[src/rtl/mxu_skew_feeder_pkg.sv]
// Shared feed-path definitions: FSM encodings for the skew feeder and RAM buffer,
// plus default lane geometry.
package mxu_skew_feeder_pkg;

  localparam int LANE_NUM_DEF   = 16;
  localparam int LANE_WIDTH_DEF = 8;
  localparam int ROW_CNT_W      = 4;
  localparam int DRAIN_CNT_W    = 5;

  typedef enum logic [1:0] {
    SKEW_FSM_IDLE  = 2'd0,
    SKEW_FSM_FEED  = 2'd1,
    SKEW_FSM_DRAIN = 2'd2
  } skew_fsm_e;

  typedef enum logic [1:0] {
    RAM_BUFF_FSM_IDLE = 2'd0,
    RAM_BUFF_FSM_LOAD = 2'd1,
    RAM_BUFF_FSM_READ = 2'd2
  } ram_buff_fsm_e;

endpackage

[src/rtl/skew_lane_delay.sv]
// One lane of the skew wavefront: DEPTH stall-held valid+data stages.
// Latency DEPTH shifts; every stage freezes while shift_en is low.
module skew_lane_delay #(
  parameter int DEPTH      = 1,
  parameter int LANE_WIDTH = 8
) (
  input  logic                  clk,
  input  logic                  rst_n,
  input  logic                  shift_en,
  input  logic                  head_vld,
  input  logic [LANE_WIDTH-1:0] head_data,
  output logic                  tail_vld,
  output logic [LANE_WIDTH-1:0] tail_data
);

  logic [DEPTH-1:0]      vld_q;
  logic [LANE_WIDTH-1:0] data_q [DEPTH];

  // rst_n is an active-high synchronous reset
  always_ff @(posedge clk) begin
    if (rst_n) begin
      vld_q <= '0;
      for (int k = 0; k < DEPTH; k++) data_q[k] <= '0;
    end else if (shift_en) begin
      vld_q[0]  <= head_vld;
      data_q[0] <= head_data;
      for (int k = 1; k < DEPTH; k++) begin
        vld_q[k]  <= vld_q[k-1];
        data_q[k] <= data_q[k-1];
      end
    end
  end

  assign tail_vld  = vld_q[DEPTH-1];
  assign tail_data = data_q[DEPTH-1];

endmodule

[src/rtl/mxu_skew_feeder.sv]
// Feeds row blocks into the MXU edge as a diagonal wavefront (lane i delayed i+1 cycles).
// Latency lane i = i+1 unstalled cycles; mxu_stall freezes every stage and drops skew_rdy.
module mxu_skew_feeder
  import mxu_skew_feeder_pkg::*;
#(
  parameter int LANE_NUM   = LANE_NUM_DEF,
  parameter int LANE_WIDTH = LANE_WIDTH_DEF
) (
  input  logic                             clk,
  input  logic                             rst_n,
  input  logic                             ctrl_skew_vld,
  input  logic [ROW_CNT_W-1:0]             ctrl_skew_row_num,
  input  logic [LANE_NUM-1:0]              ram_buff_mxu_vld,
  input  logic [LANE_NUM*LANE_WIDTH-1:0]   ram_buff_mxu_data,
  input  logic                             mxu_stall,
  output logic                             skew_rdy,
  output logic [LANE_NUM-1:0]              skew_mxu_vld,
  output logic [LANE_NUM*LANE_WIDTH-1:0]   skew_mxu_data,
  output logic                             skew_done,
  output logic                             skew_err
);

  localparam logic [DRAIN_CNT_W-1:0] DRAIN_LAST = DRAIN_CNT_W'(LANE_NUM - 1);

  skew_fsm_e              state, state_nxt;
  logic [ROW_CNT_W-1:0]   row_cnt, row_cnt_nxt;
  logic [ROW_CNT_W-1:0]   row_num, row_num_nxt;
  logic [DRAIN_CNT_W-1:0] drain_cnt, drain_cnt_nxt;
  logic                   err_nxt;
  logic                   accept;
  logic                   row_present;
  logic [LANE_NUM-1:0]    head_vld;

  assign skew_rdy    = (state == SKEW_FSM_FEED) && !mxu_stall;
  assign row_present = |ram_buff_mxu_vld;
  assign accept      = skew_rdy && row_present;

  always_ff @(posedge clk) begin
    if (rst_n) begin
      state     <= SKEW_FSM_IDLE;
      row_cnt   <= '0;
      row_num   <= '0;
      drain_cnt <= '0;
      skew_err  <= 1'b0;
    end else begin
      state     <= state_nxt;
      row_cnt   <= row_cnt_nxt;
      row_num   <= row_num_nxt;
      drain_cnt <= drain_cnt_nxt;
      skew_err  <= err_nxt;
    end
  end

  always_comb begin
    state_nxt     = state;
    row_cnt_nxt   = row_cnt;
    row_num_nxt   = row_num;
    drain_cnt_nxt = drain_cnt;
    skew_done     = 1'b0;
    case (state)
      SKEW_FSM_IDLE: begin
        if (ctrl_skew_vld) begin
          state_nxt   = SKEW_FSM_FEED;
          row_num_nxt = ctrl_skew_row_num;
          row_cnt_nxt = '0;
        end
      end
      SKEW_FSM_FEED: begin
        if (accept) begin
          row_cnt_nxt = row_cnt + 4'd1;
          if (row_cnt == row_num) begin
            state_nxt     = SKEW_FSM_DRAIN;
            drain_cnt_nxt = '0;
          end
        end
      end
      SKEW_FSM_DRAIN: begin
        // The unstalled cycle that would take the count to LANE_NUM is the one in
        // which the last row's lane LANE_NUM-1 leaves its final stage.
        if (!mxu_stall) begin
          if (drain_cnt == DRAIN_LAST) begin
            state_nxt     = SKEW_FSM_IDLE;
            drain_cnt_nxt = '0;
            skew_done     = 1'b1;
          end else begin
            drain_cnt_nxt = drain_cnt + 5'd1;
          end
        end
      end
      default: state_nxt = SKEW_FSM_IDLE;
    endcase
  end

  // Restart attempts outside IDLE and rows offered while not ready are both dropped.
  assign err_nxt = skew_err
                 || (ctrl_skew_vld && (state != SKEW_FSM_IDLE))
                 || (row_present && !skew_rdy);

  for (genvar i = 0; i < LANE_NUM; i++) begin : g_lane
    logic [LANE_WIDTH-1:0] head_data;

    assign head_vld[i] = accept && ram_buff_mxu_vld[i];
    assign head_data   = head_vld[i] ? ram_buff_mxu_data[i*LANE_WIDTH +: LANE_WIDTH] : '0;

    skew_lane_delay #(
      .DEPTH      (i + 1),
      .LANE_WIDTH (LANE_WIDTH)
    ) u_delay (
      .clk       (clk),
      .rst_n     (rst_n),
      .shift_en  (!mxu_stall),
      .head_vld  (head_vld[i]),
      .head_data (head_data),
      .tail_vld  (skew_mxu_vld[i]),
      .tail_data (skew_mxu_data[i*LANE_WIDTH +: LANE_WIDTH])
    );
  end

endmodule

[config.mk]
export PLATFORM = sky130hd
export DESIGN_NAME = mxu_skew_feeder
export DESIGN_NICKNAME = d
export VERILOG_FILES = /design/src/rtl/mxu_skew_feeder_pkg.sv /design/src/rtl/skew_lane_delay.sv /design/src/rtl/mxu_skew_feeder.sv
export SDC_FILE = /design/constraint.sdc
export NUM_CORES = 1
export LEC_CHECK = 0
export ABC_CLOCK_PERIOD_IN_PS = 13000
export BUFFER_PORTS_ARGS = -buffer_cell sky130_fd_sc_hd__buf_2
export CORE_UTILIZATION = 55
export CTS_CLUSTER_DIAMETER = 60
export DETAILED_ROUTE_END_ITERATION = 12
export GPL_TIMING_DRIVEN = 1
export PLACE_DENSITY = 0.81
export REMOVE_ABC_BUFFERS = 1
export SLEW_MARGIN = 20
export SYNTH_ARGS = -nofsm -noshare
export SYNTH_HDL_FRONTEND = slang
export SYNTH_HIERARCHICAL = 1
export SYNTH_SLANG_ARGS = --single-unit
[constraint.sdc]
create_clock -name clk -period 13 [get_ports clk]
set_input_delay 3.9 -clock clk [delete_from_list [all_inputs] [get_ports clk]]
set_output_delay 3.9 -clock clk [all_outputs]
set_load 0.1 [all_outputs]
**Yosys cells after proc, flatten, opt, wreduce, memory -nomap -nowiden**

Memory sizes are Yosys's and may differ from the RTL's.
Index checks and enable logic that the tools add are counted.

- $add $sub $neg: 2
- Equal/unequal tests: 9
- Muxes and demuxes: 175
- Bitwise gates (word level): 135
- Reduce and logical (&&, ||, !) cells: 34

Operators by type and width:

| operator | number |
|---|---|
| 8-bit 2-to-1 mux | 152 |
| 1-bit OR | 135 |
| 1-bit logical AND | 20 |
| 5-bit 2-to-1 mux | 4 |
| 16-bit OR reduction | 1 |
| 2-bit 2-to-1 mux | 5 |
| 5-bit case mux with 2 select lines | 1 |
| 1-bit 2-to-1 mux | 9 |
| 4-bit 2-to-1 mux | 2 |
| 2-bit != test (second input constant) | 4 |
| 4-bit case mux with 2 select lines | 1 |
| 8-bit OR reduction | 1 |
| 2-bit case mux with 3 select lines | 1 |
| 2-bit nonzero test | 3 |
| 5-bit by 1-bit adder with 5-bit output (second input constant) | 1 |
| 5-bit by 4-bit == test with 1-bit output (second input constant) | 1 |
| 5-bit AND reduction | 1 |
| 4-bit by 1-bit adder with 4-bit output (second input constant) | 1 |
| 4-bit == test | 1 |
| 4-bit AND reduction | 1 |
| 3-bit AND reduction | 1 |
| 2-bit by 1-bit == test with 1-bit output (second input constant) | 1 |
| 2-bit == test (second input constant) | 1 |
| 1-bit zero test | 2 |
| 4 further kinds | 5 |

- Flip-flop bits (word level): 152
- Bits in writable memories: 1088
- Output and inout port bits: 147
- Memories: 16

Memories:

| memory | words | width | read ports | clocked after Yosys merged registers in | wr ports | RTL line | RTL |
|---|---|---|---|---|---|---|---|
| g_lane[15].u_delay.data_q | 16 | 8 | 16 | 0 | 16 | skew_lane_delay.sv:17 | `logic [LANE_WIDTH-1:0] data_q [DEPTH];` |
| g_lane[14].u_delay.data_q | 15 | 8 | 15 | 0 | 15 | skew_lane_delay.sv:17 |  |
| g_lane[13].u_delay.data_q | 14 | 8 | 14 | 0 | 14 | skew_lane_delay.sv:17 |  |
| g_lane[12].u_delay.data_q | 13 | 8 | 13 | 0 | 13 | skew_lane_delay.sv:17 |  |
| g_lane[11].u_delay.data_q | 12 | 8 | 12 | 0 | 12 | skew_lane_delay.sv:17 |  |
| g_lane[10].u_delay.data_q | 11 | 8 | 11 | 0 | 11 | skew_lane_delay.sv:17 |  |
| 10 more memories | - | - | - | - | - | - |  |

**Logic depth before layout (Yosys ltp)**

- Depth in word-level cells: 6
- Mapped depth: 7
- Depth with buffers taken out: 6

**By module**

The synthesis kept the hierarchy.

Modules (own cells, without submodules):

| module | instances | cells an instance | area each (um2) | sequential area each (um2) |
|---|---|---|---|---|
| skew_lane_delay (g_lane[15].u_delay) | 1 | 332 | 5368.9 | 4164.0 |
| skew_lane_delay (g_lane[14].u_delay) | 1 | 312 | 5039.8 | 3903.7 |
| skew_lane_delay (g_lane[13].u_delay) | 1 | 292 | 4710.8 | 3643.5 |
| skew_lane_delay (g_lane[12].u_delay) | 1 | 272 | 4381.7 | 3383.2 |
| skew_lane_delay (g_lane[11].u_delay) | 1 | 252 | 4098.9 | 3123.0 |
| skew_lane_delay (g_lane[10].u_delay) | 1 | 231 | 3697.3 | 2862.7 |
| skew_lane_delay (g_lane[9].u_delay) | 1 | 211 | 3389.5 | 2602.5 |
| skew_lane_delay (g_lane[8].u_delay) | 1 | 191 | 3086.7 | 2342.2 |
| skew_lane_delay (g_lane[7].u_delay) | 1 | 170 | 2775.2 | 2082.0 |
| skew_lane_delay (g_lane[6].u_delay) | 1 | 150 | 2408.6 | 1821.7 |
| skew_lane_delay (g_lane[5].u_delay) | 1 | 130 | 2079.5 | 1561.5 |
| mxu_skew_feeder | 1 | 255 | 1809.2 | 320.3 |
| skew_lane_delay (g_lane[4].u_delay) | 1 | 110 | 1778.0 | 1301.2 |
| skew_lane_delay (g_lane[3].u_delay) | 1 | 90 | 1430.1 | 1041.0 |
| +3 rows | - | - | - | - |

**Worst setup path before layout**

OpenSTA, ideal clock, no wires.

- Path type: input port to output port
- From: input port mxu_stall
- To: output port skew_done
- Arrival time: 6.859 ns
- Required time: 9.100 ns
- Setup slack: 2.241 ns
- Cell stages on the path: 1
- Cell sequence: nor4_1

- Cells in the longest elaborated chain, start to end: 2

Ends and longest elaborated chain:

| what | RTL line | RTL |
|---|---|---|
| from (decl) | mxu_skew_feeder.sv:15 | `input logic mxu_stall,` |
| 1-bit 2-to-1 mux | mxu_skew_feeder.sv:80 | `if (!mxu_stall) begin` |
| 1-bit 2-to-1 mux | mxu_skew_feeder.sv:60 | `case (state)` |
| to (decl) | mxu_skew_feeder.sv:19 | `output logic skew_done,` |

No other way between the ends.

**Worst setup path in the final report**

- From: input port mxu_stall
- To: output port skew_rdy

- Cells in the longest elaborated chain, start to end: 2

Ends and longest elaborated chain:

| what | RTL line | RTL |
|---|---|---|
| 1-bit zero test | - |  |
| 1-bit logical AND | mxu_skew_feeder.sv:34 | `assign skew_rdy = (state == SKEW_FSM_FEED) && !mxu_stall;` |
| to (decl) | mxu_skew_feeder.sv:16 | `output logic skew_rdy,` |

No other way between the ends.

==> flow_results.xml <==
<?xml version="1.0" encoding="UTF-8"?>
<metrics>
  <group name="status">
    <metric name="status" unit="">finished clean</metric>
  </group>
  <group name="sta">
    <metric name="drv_slew" unit="">0</metric>
    <metric name="max_slew_margin" unit="%">29.1</metric>
    <metric name="report.final.setup_viol" unit="">0</metric>
    <metric name="timing.final.hold_violations" unit="">0</metric>
    <metric name="fin_hold_ws" unit="ps">485</metric>
    <metric name="fin_setup_tns" unit="ps">0</metric>
    <metric name="achievable-frequency" unit="MHz">109</metric>
    <metric name="fin_skew" unit="ps">24.9</metric>
    <metric name="grt_setup_unrepaired" unit="">false</metric>
    <metric name="worstMarginPinSlew" unit="ps">1060</metric>
    <metric name="final.min_clock_period" unit="ps">9190</metric>
    <metric name="timing.final.crit_share" unit="%">70.7</metric>
  </group>
  <group name="clocking">
    <metric name="clock-sinks" unit="">1240</metric>
    <metric name="cts_post_setup_buffers_inserted" unit="">0</metric>
    <metric name="h-tree-depth" unit="">4</metric>
    <metric name="cts_buffer_depth" unit="">3</metric>
    <metric name="cts.reportedPaths.clkPinSlew" unit="ps">50</metric>
    <metric name="ctsResizeCount" unit="">0</metric>
    <metric name="worst_skew_pair.late_latency" unit="ps">700</metric>
    <metric name="master_cell_of_the_clock_root_buffer" unit="">sky130_fd_sc_hd__clkbuf_16</metric>
    <metric name="cts-buffers-inserted" unit="">132</metric>
    <metric name="clock_tree_from_tritoncts" unit="">done</metric>
    <metric name="cts-hold-fix-buffers" unit="">0</metric>
  </group>
  <group name="yosys">
    <metric name="synth_top_cells_by_area" unit="">sky130_fd_sc_hd__edfxtp_1, sky130_fd_sc_hd__and2_1, sky130_fd_sc_hd__dfxtp_1</metric>
    <metric name="synth_cells" unit="">3137</metric>
    <metric name="synth_ff_type" unit="">sky130_fd_sc_hd__edfxtp_1</metric>
    <metric name="yosys_register_bits" unit="">1240</metric>
    <metric name="yosys.area.top_type_share" unit="%">67.7</metric>
    <metric name="synth.lib_cells_used.distinct" unit="">41</metric>
    <metric name="mappedNetlistArea" unit="um2">48200</metric>
    <metric name="avgSynthCellArea" unit="um2">15.4</metric>
    <metric name="synth_edf_count" unit="">1088</metric>
    <metric name="synth_top_area_cell" unit="">sky130_fd_sc_hd__edfxtp_1</metric>
    <metric name="ys_seq_area_share" unit="%">74.0</metric>
    <metric name="synth-async-reset-ratio" unit="%">0</metric>
    <metric name="synth.yosys.warnings" unit="">6</metric>
  </group>
  <group name="global_route">
    <metric name="grt_max_degree" unit="">139</metric>
    <metric name="grt_pass1_vias" unit="">21200</metric>
    <metric name="first_pass_grt_wire_length" unit="mm">109</metric>
    <metric name="grt_overflow_total" unit="">0</metric>
    <metric name="grtUsageTotal" unit="%">15.6</metric>
    <metric name="antenna_found_initial" unit="">16</metric>
  </group>
  <group name="routing">
    <metric name="wl_per_cell" unit="um">15.1</metric>
    <metric name="routed-via-count" unit="">22000</metric>
    <metric name="drt.antenna.violating_nets" unit="">0</metric>
    <metric name="routed_wirelength" unit="mm">69.1</metric>
    <metric name="first_pass_iters" unit="">5</metric>
    <metric name="detail_route.vias_per_cell" unit="">4.81</metric>
    <metric name="initialDrtViolationCount" unit="">1448</metric>
    <metric name="drt_drc_violations_left" unit="">0</metric>
  </group>
  <group name="die">
    <metric name="die_width" unit="um">298</metric>
    <metric name="design.die.area" unit="um2">88900</metric>
    <metric name="num_io_pins" unit="">299</metric>
    <metric name="dieHeight" unit="um">298</metric>
    <metric name="row_count" unit="">108</metric>
    <metric name="starting_utilization_of_the_core_area" unit="%">55.5</metric>
    <metric name="design.core.area" unit="um2">86900</metric>
  </group>
  <group name="job">
    <metric name="max_cap_viol_count" unit="">0</metric>
  </group>
  <group name="place">
    <metric name="place.port_buffers" unit="">298</metric>
    <metric name="post-dp-hpwl" unit="mm">40.2</metric>
    <metric name="gp_congestion" unit="">0.771</metric>
    <metric name="placed_cell_area" unit="um2">49300</metric>
  </group>
  <group name="hold_path">
    <metric name="min_path_type" unit="">reg2reg</metric>
    <metric name="holdPathEnd" unit="">g_lane[11].u_delay/vld_q[1]</metric>
    <metric name="start_point_of_the_worst_hold_path" unit="">g_lane[11].u_delay/vld_q[0]</metric>
    <metric name="worstHoldPathCells" unit="">2</metric>
  </group>
  <group name="cells_and_area">
    <metric name="final_design_area_no_fill" unit="um2">53700</metric>
    <metric name="layout.filler_cells" unit="">6163</metric>
    <metric name="layout.cells.most_common" unit="">sky130_fd_sc_hd__edfxtp_1</metric>
    <metric name="final_util" unit="%">61.8</metric>
    <metric name="layout.nets" unit="">3456</metric>
    <metric name="post_route_cells_drive_above_1_share" unit="%">18.3</metric>
    <metric name="area_delta_synth_final" unit="%">11.3</metric>
    <metric name="final_cell_mix" unit="">sky130_fd_sc_hd__edfxtp_1, sky130_fd_sc_hd__and2_1, sky130_fd_sc_hd__buf_2, sky130_fd_sc_hd__nor2b_1, sky130_fd_sc_hd__dfxtp_1</metric>
  </group>
  <group name="worst_setup_path">
    <metric name="rrSetupSlack" unit="ps">10550</metric>
    <metric name="reg2reg_from" unit="">state[0]</metric>
    <metric name="critical_path_arrival" unit="ps">5290</metric>
    <metric name="worst_flop_to_flop_path_endpoint" unit="">g_lane[9].u_delay/data_q[0][6]</metric>
    <metric name="critPathRequiredTime" unit="ps">9100</metric>
    <metric name="critPathKind" unit="">in2out</metric>
    <metric name="critPathCaptureType" unit="">output pin</metric>
    <metric name="reg2regPathDepth" unit="">5</metric>
    <metric name="worstSetupStartpointType" unit="">primary input</metric>
    <metric name="maximum_fanout_count_along_the_critical_path" unit="">22</metric>
  </group>
  <group name="power_and_ir_drop">
    <metric name="max-vdd-ir-drop" unit="uV">164</metric>
    <metric name="p_leak" unit="nW">21.7</metric>
    <metric name="p_per_area" unit="nW/um2">162</metric>
  </group>
</metrics>
## cells in the mapped netlist, types with 5 or more instances
cell type / n
sky130_fd_sc_hd__nand2b_1: 5
sky130_fd_sc_hd__buf_2: 47
sky130_fd_sc_hd__o21ai_0: 6
sky130_fd_sc_hd__nor4_1: 6
sky130_fd_sc_hd__and2_1: 954
sky130_fd_sc_hd__nor2b_4: 13
sky130_fd_sc_hd__buf_4: 138
sky130_fd_sc_hd__buf_6: 46
sky130_fd_sc_hd__and2_2: 70
sky130_fd_sc_hd__xor2_1: 6
sky130_fd_sc_hd__clkbuf_1: 16
sky130_fd_sc_hd__nand3_1: 6
sky130_fd_sc_hd__dfxtp_1: 152
sky130_fd_sc_hd__mux2i_1: 142
sky130_fd_sc_hd__or2_2: 12
sky130_fd_sc_hd__nor2b_1: 192
sky130_fd_sc_hd__nor2_1: 146
sky130_fd_sc_hd__and3_1: 16
sky130_fd_sc_hd__clkbuf_2: 39
sky130_fd_sc_hd__edfxtp_1: 1088
## power breakdown
| group | internal (mW) | total [mW] | switching [mW] |
|---|---|---|---|
| combinational | 0.117 | 0.502 | 0.385 |
| clock | 2.08 | 3.59 | 1.51 |
| sequential | 4.55 | 4.60 | 0.0468 |
## registers in the layout, indices dropped and copies added (netlist names)
signal	count
g_lane.u_delay/data_q	1088
g_lane.u_delay/tail_vld	1
drain_cnt	5
g_lane.u_delay/vld_q	135
skew_err	1
row_num	4
state	2
row_cnt	4
## cell type report
type / count / area (um2) / area share, %
Sequential cell: 1240 / 35700 / 66.5
Multi-Input combinational cell: 1606 / 10500 / 19.5
Clock buffer: 166 / 3530 / 6.58
Timing Repair Buffer: 319 / 1750 / 3.26
Tap cell: 1155 / 1450 / 2.69
Clock inverter: 79 / 722 / 1.34
Antenna cell: 8 / 20.0 / 0.0373
Inverter: 3 / 18.8 / 0.0350
## worst max-delay path, cell delays in order
cell and delay (ps):
sky130_fd_sc_hd__buf_2 170, sky130_fd_sc_hd__nor3_4 650, sky130_fd_sc_hd__buf_2 560
## cell families after synthesis
family / synth area share [%]
mux: 2.95
flops: 74.0
fa+ha+maj: 0.0519
buf+inv: 4.32
compound gates: 0.205
xor+xnor: 0.145
simple gates: 18.3
## how the worst max path moves through the flow
stage / start / slack [ps] / to / cells past startpoint
4_1_cts: mxu_stall / 3850 / skew_rdy / 3
6_report: mxu_stall / 3810 / skew_rdy / 3
2_1_floorplan: mxu_stall / 2240 / skew_done / 1
3_5_place_dp: mxu_stall / 3850 / skew_rdy / 3
3_3_place_gp: mxu_stall / 3890 / skew_rdy / 3
5_1_grt: mxu_stall / 3760 / skew_rdy / 3
## stage by stage
step | cells | setup WS (ps) | power, mW
5_1_grt | 4574 | 3760 | 9.00
4_1_cts | 4564 | 3850 | 8.80
3_3_place_gp | 4319 | 3890 | 5.17
2_1_floorplan | 2849 | 2240 | 5.05
3_5_place_dp | 4319 | 3850 | 5.19
6_report | 4576 | 3810 | 8.69
## layer usage
layer,share of wire [%],track usage [%]
met5,0.12,0
met4,3.0,6.75
met3,5.6,4.40
met2,49,25.0
met1,43,20.0
(Power assumes the default switching activity.)
